### src/rtl/mem_scan_ctrl.sv
// ============================================================================
// Module   : mem_scan_ctrl
// Brief    : Read-side sequencer for the board memory. Steps rd_addr through
//            every location once per tick, waits out the read latency, then
//            latches the returned word and its address into display registers.
//            Optional feature macro: SCAN_PAUSE_EN (honours the pause input).
// Revision : 1.0 - initial release
// ============================================================================
`default_nettype none

module mem_scan_ctrl #(
    parameter int ADDR_W   = 5,
    parameter int DATA_W   = 3,
    parameter int TICK_DIV = 50_000_000,
    parameter int RD_LAT   = 1
) (
    input  logic              clk,
    input  logic              reset,
    output logic [ADDR_W-1:0] rd_addr,
    input  logic [DATA_W-1:0] rd_data,
    input  logic              pause,
    output logic [ADDR_W-1:0] disp_addr,
    output logic [DATA_W-1:0] disp_data,
    output logic              disp_valid,
    output logic              wrap
);

    localparam int c_tick_w = (TICK_DIV > 1) ? $clog2(TICK_DIV) : 1;
    localparam int c_lat_w  = $clog2(RD_LAT + 1);

    localparam logic [c_tick_w-1:0] c_tick_last = c_tick_w'(TICK_DIV - 1);
    localparam logic [c_lat_w-1:0]  c_lat_last  = c_lat_w'(RD_LAT);

    // READ waits for the memory to return data, HOLD shows the captured word
    typedef enum logic [0:0] {
        ST_READ = 1'b0,
        ST_HOLD = 1'b1
    } state_t;

    state_t              state_q,      state_d;
    logic [c_lat_w-1:0]  lat_cnt_q,    lat_cnt_d;
    logic [c_tick_w-1:0] tick_cnt_q,   tick_cnt_d;
    logic [ADDR_W-1:0]   rd_addr_q,    rd_addr_d;
    logic [ADDR_W-1:0]   disp_addr_q,  disp_addr_d;
    logic [DATA_W-1:0]   disp_data_q,  disp_data_d;
    logic                disp_valid_q, disp_valid_d;
    logic                wrap_q,       wrap_d;

    logic w_pause_act;
    logic w_tick;

`ifdef SCAN_PAUSE_EN
    assign w_pause_act = pause;
`else
    // Port kept for board-level compatibility; the scan is free-running
    logic w_unused_pause;
    assign w_unused_pause = pause;
    assign w_pause_act    = 1'b0;
`endif

    // A pause holds the tick counter at zero, which also suppresses ticks
    assign w_tick = (tick_cnt_q == c_tick_last) && !w_pause_act;

    // Next-state logic for the tick divider, scan FSM and display registers
    always_comb begin
        state_d      = state_q;
        lat_cnt_d    = lat_cnt_q;
        rd_addr_d    = rd_addr_q;
        disp_addr_d  = disp_addr_q;
        disp_data_d  = disp_data_q;
        disp_valid_d = 1'b0;
        wrap_d       = 1'b0;

        if (w_pause_act || (tick_cnt_q == c_tick_last)) begin
            tick_cnt_d = '0;
        end else begin
            tick_cnt_d = tick_cnt_q + c_tick_w'(1);
        end

        case (state_q)
            ST_READ: begin
                // Counting 0..RD_LAT gives the memory RD_LAT full cycles after
                // the first edge that sees the new address before capture
                if (lat_cnt_q == c_lat_last) begin
                    disp_addr_d  = rd_addr_q;
                    disp_data_d  = rd_data;
                    disp_valid_d = 1'b1;
                    lat_cnt_d    = '0;
                    state_d      = ST_HOLD;
                end else begin
                    lat_cnt_d = lat_cnt_q + c_lat_w'(1);
                end
            end
            ST_HOLD: begin
                if (w_tick) begin
                    rd_addr_d = rd_addr_q + ADDR_W'(1);
                    wrap_d    = &rd_addr_q;
                    state_d   = ST_READ;
                end
            end
            default: state_d = ST_READ;
        endcase
    end

    // State and output registers; reset restarts the scan at address 0
    always_ff @(posedge clk or negedge reset) begin
        if (!reset) begin
            state_q      <= ST_READ;
            lat_cnt_q    <= '0;
            tick_cnt_q   <= '0;
            rd_addr_q    <= '0;
            disp_addr_q  <= '0;
            disp_data_q  <= '0;
            disp_valid_q <= 1'b0;
            wrap_q       <= 1'b0;
        end else begin
            state_q      <= state_d;
            lat_cnt_q    <= lat_cnt_d;
            tick_cnt_q   <= tick_cnt_d;
            rd_addr_q    <= rd_addr_d;
            disp_addr_q  <= disp_addr_d;
            disp_data_q  <= disp_data_d;
            disp_valid_q <= disp_valid_d;
            wrap_q       <= wrap_d;
        end
    end

    assign rd_addr    = rd_addr_q;
    assign disp_addr  = disp_addr_q;
    assign disp_data  = disp_data_q;
    assign disp_valid = disp_valid_q;
    assign wrap       = wrap_q;

endmodule

`default_nettype wire

### config.mk
export PLATFORM = sky130hd
export DESIGN_NAME = mem_scan_ctrl
export DESIGN_NICKNAME = d
export VERILOG_FILES = /design/src/rtl/mem_scan_ctrl.sv
export SDC_FILE = /design/constraint.sdc
export NUM_CORES = 1
export LEC_CHECK = 0
export CAP_MARGIN = 10
export CORE_MARGIN = 2
export CORE_UTILIZATION = 33
export DETAILED_ROUTE_END_ITERATION = 8
export GPL_ROUTABILITY_DRIVEN = 0
export MAX_ROUTING_LAYER = met4
export PLACE_DENSITY_LB_ADDON = 0.2
export SLEW_MARGIN = 40
export SYNTH_ARGS = -nofsm -noshare
export SYNTH_HDL_FRONTEND = slang
export SYNTH_SLANG_ARGS = --single-unit
### constraint.sdc
create_clock -name clk -period 1.7 [get_ports clk]
set_input_delay 0.51 -clock clk [delete_from_list [all_inputs] [get_ports clk]]
set_output_delay 0.51 -clock clk [all_outputs]
set_load 0.1 [all_outputs]
* Word level (Yosys, flattened, before mapping) *
Index checks and enable logic that the tools add are counted.

storage, ports and cells
  bits in registers = 43
  input port bits = 6
  output and inout port bits = 15
  logic and storage cells = 24

cells by class
  add/sub/neg operators = 3
  equal/unequal tests = 1
  multiplexer cells = 8
  bitwise gates (word level) = 1
  reduce and logical (&&, ||, !) cells = 3

operators with widths
  kind                                                              count
  26-bit by 1-bit adder with 26-bit output (second input constant)  1
  26-bit equality test (second input constant)                      1
  26-bit two-way mux                                                1
  1-bit two-way mux                                                 6
  5-bit by 1-bit adder with 5-bit output (second input constant)    1
  5-bit AND reduction                                               1
  2-bit AND reduction                                               2
  1-bit one-hot mux with 2 select lines                             1
  1-bit adder (second input constant)                               1
  1-bit NOT                                                         1

* Depth between registers and ports, before layout *
  depth after elaboration = 3
  depth in mapped cells = 6
  mapped depth without buffers = 5

* Worst setup path before layout *
Ideal clock, no wire load.

  path kind = reg2reg
  from = register rd_addr_q[0], in the netlist rd_addr[0]
  to = register rd_addr_q[4], in the netlist rd_addr[4]
  library setup time = 0.128 ns
  arrival = 1.877 ns
  data required time = 1.572 ns
  slack = -0.305 ns
  stages on the path, launching flop included = 5
  path buffers = 0
  clock period less this slack = 2.005 ns
  cells stage by stage = dfrtp_1 > ha_1 > and3_1 > ha_1 > mux2_1

between the ends
  word-level cells in the longest chain between the ends = 1

RTL lines
  what                                    RTL line  source
  start: declaration                      43        logic [ADDR_W-1:0] rd_addr_q, rd_addr_d;
  start signal: assignment                120       rd_addr_q <= rd_addr_d;
  5-bit by 1-bit adder with 5-bit output  96        rd_addr_d = rd_addr_q + ADDR_W'(1);

No other way between the ends.
A chain may end at the register's enable or synchronous reset.

* Worst setup path in the final report *
  from = register tick_cnt_q[7]
  to = register rd_addr_q[4], in the netlist rd_addr[4]

between the ends
  word-level cells in the longest chain between the ends = 2

RTL lines
  what                           RTL line  source
  start: declaration             42        logic [c_tick_w-1:0] tick_cnt_q, tick_cnt_d;
  start signal: assignment       119       tick_cnt_q <= tick_cnt_d;
  26-bit equality test           62        assign w_tick = (tick_cnt_q == c_tick_last) && !w_pause_act;
  2-bit AND reduction (no line)  --

No other way between the ends.

==> reports/results.tsv <==
metric	value	unit
unrepaired setup endpoints after global routing	yes	
Hold Buf Count CTS	0	
top-count cell post-synth	dfrtp_1	
FP Rows	28	
global-route wire length before repair	7730	um
filler instances	556	
mux cell area share after synthesis	0.0548	
initial DRC count	71	
clock share of power	0.428	
Sw Pwr	0.000442	W
Max Cap Viol	0	
status	complete, but fails checks	
core area	5960	sq um
CP Max Fanout	4	
failing checks	negative setup slack	
Routed WL per cell	14.5	um
Slew headroom	0.734	
fraction of layout cells with a size suffix above 1	0.390	
Synth cell types	36	
post-synthesis adder-cell area fraction	0.0243	
final std cells w/o fill	311	
Max clock buf depth	2	
port buffer count	19	
nets	245	
f_max	587	MHz
simple-gate area share of the yosys netlist	0.235	
Post-Layout Inst Area	2880	sq um
final hold viol count	0	
Initial Util	0.345	
Crit Path Class	flip-flop to flip-flop	
setup TNS	-0.00361	ns
Cells after DPL	299	
post-synth top area share	0.523	
Reg clk slew, reported paths	0.09	ns
largest family of logic cells by synthesized area	simple AND/OR/NAND/NOR gates	
Total GRT Usage	0.143	
antenna violations before repair	0	
largest net degree at the start of global routing	22	
ant diodes	0	
DRT Pass-1 Iters	4	
TritonCTS buffer count	5	
most frequent cells after synthesis	dfrtp_1 (43), nand2_1 (12), nand3_1 (12), nor2_1 (12), xor2_1 (10)	
Final Setup Violations	1	
Sw Share	0.228	
H-tree Lvls	2	
CP Capture Type	flip-flop	
Detail Placement HPWL	3220	um
number of global-route vias before repair	1607	
CTS tree	yes	
grt ovf	0	
Synth Register Bits	43	
multi-input logic area	970	sq um
DRC Markers	0	
Mapped Area	2060	sq um
Seq. cell area	1080	sq um
Seq/Total Area, Yosys	0.523	
latest clock arrival within the worst-skew pair	0.31	ns
Arr. time, crit path	1.90	ns
Post-DRT Antenna Nets	0	
Comb pwr share	0.042	
Die Width	82.9	um
maximum vdd drop	0.000345	V
Via density	5.01	
Post-Synthesis Cells	179	
DR vias	1557	
Worst Hold Class	input pin to async pin	
syn nets	189	
post-synthesis xor/xnor area fraction	0.0767	
Max Transition Viols Final	0	
Synth Area per Inst	11.5	sq um
R2R Setup Slk	-0.004	ns
synth warn	0	
Synth area leader	dfrtp_1	
Power Dens Cells	675	nW/um^2
Synth Area in Compound Gates	0.0621	
Worst setup SP type	flip-flop	
clock sinks	43	
Die H	82.9	um
Area after DPL	2700	sq um
worst-margin pin slew	0.398	ns
static leakage	1.32	nW
post-layout util	0.483	
routed wire length	4510	um
die area	6880	sq um
Crit path required time	1.90	ns
Int Pwr	0.00150	W
number of flops mapped to enable cells by yosys	0	
ranking of synthesized cells by area	dfrtp_1 (52%), mux2_2 (4.4%), xor2_1 (4.3%)	
Final Cycle Share	1.00	
worst setup margin	-0.00361	ns
Max Clock Skew	0.00840	ns
Async SR Flop Fraction	1.00	
Layout area overhead	39.9	%
Reg power frac	0.530	
io pins	21	
top_reg_cell synth	dfrtp_1	
root buffer cell	clkbuf_8	
Final Critical Period	1.70	ns
## layer usage
metal  part of all wire  vias to the layer above  track usage
met3              0.041                        6       0.0408
met1               0.46                      770        0.182
met2               0.49                       23        0.224
met4             0.0098                        0       0.0358
met5                  0                        -            -
li1                   -                      758            -
## kinds of logic (layout without fill, tap and decap cells)
logic type,after synthesis,after routing
AOI/OAI and AO/OA,21,21
xor gates and xnor gates,18,18
adders and majority gates,4,4
buffers and inverters,8,64
DFF,43,43
muxes,10,10
and+or+nand+nor,75,76
## final timing paths
check                                         from                       end  depth (start not counted)
min in group clk             lat_cnt_q$_DFFE_PN0N_     lat_cnt_q$_DFFE_PN0N_                          1
setup / recovery           tick_cnt_q[7]$_DFF_PN0_    rd_addr[4]$_DFFE_PN0P_                          5
max in group asynchronous                    reset    rd_addr[3]$_DFFE_PN0P_                          2
setup reg to reg           tick_cnt_q[7]$_DFF_PN0_    rd_addr[4]$_DFFE_PN0P_                          5
hold reg to reg              lat_cnt_q$_DFFE_PN0N_     lat_cnt_q$_DFFE_PN0N_                          1
hold / removal                               reset  tick_cnt_q[20]$_DFF_PN0_                          1
## final cells by class
class / count / share of cell area
Clock buffer: 5 / 0.0239
Clock inverter: 3 / 0.0165
Inverter: 3 / 0.00392
Multi-Input combinational cell: 129 / 0.337
Sequential cell: 43 / 0.376
Tap cell: 75 / 0.0326
Timing Repair Buffer: 53 / 0.210
## power by group through the flow
stage	Combinational (W)	Sequential (W)	Clock, W
6_report	0.0000807	0.00103	0.000832
5_1_grt	0.0000869	0.00103	0.000895
4_1_cts	0.0000835	0.00103	0.000851
3_5_place_dp	0.0000833	0.00105	0
3_3_place_gp	0.0000829	0.00105	0
2_1_floorplan	0.00000318	0.00107	0
## cell usage in the layout, fill, tap and decap left out, types with 5 or more instances in the layout
cell type	netlist	routed
dfrtp_1	43	39
buf_4	3	33
buf_12	0	16
nand3_1	12	12
nand2_1	12	12
nor2_1	12	12
xor2_1	10	10
a21oi_1	9	9
xnor2_1	8	8
mux2_2	8	8
o31ai_1	5	5
nand4_1	5	5
clkbuf_8	0	5
## critical path, cell delays in order (launching register included)
cell and delay, ns:
dfrtp_1 0.41, nor4_2 0.31, nand3_1 0.16, nor4_4 0.23
buf_4 0.18, mux2_4 0.30
## sequential cells by signal, summed over array words and instances (netlist names)
| register | count |
|---|---|
| disp_valid | 1 |
| rd_addr | 5 |
| tick_cnt_q | 26 |
| lat_cnt_q | 1 |
| state_q | 1 |
| disp_data | 3 |
| disp_addr | 5 |
| wrap | 1 |
## metrics by stage
| stage | hold WS (ns) | setup slack [ns] | total power [W] |
|---|---|---|---|
| 6_report | 0.117 | -0.00361 | 0.00194 |
| 5_1_grt | 0.128 | -0.0772 | 0.00201 |
| 4_1_cts | 0.130 | 0.00323 | 0.00196 |
| 3_5_place_dp | 0.459 | -0.0685 | 0.00113 |
| 3_3_place_gp | 0.452 | -0.0590 | 0.00113 |
| 2_1_floorplan | 0.214 | 0.00315 | 0.00108 |
## what timing repair did
item | in CTS | in global routing
setup endpoints to repair | 2 | 17
pin swaps | 1 | 3
gates cloned | 0 | 1
gates resized for setup | 3 | 6
setup buffers | 0 | 3
(Power assumes the default switching activity.)
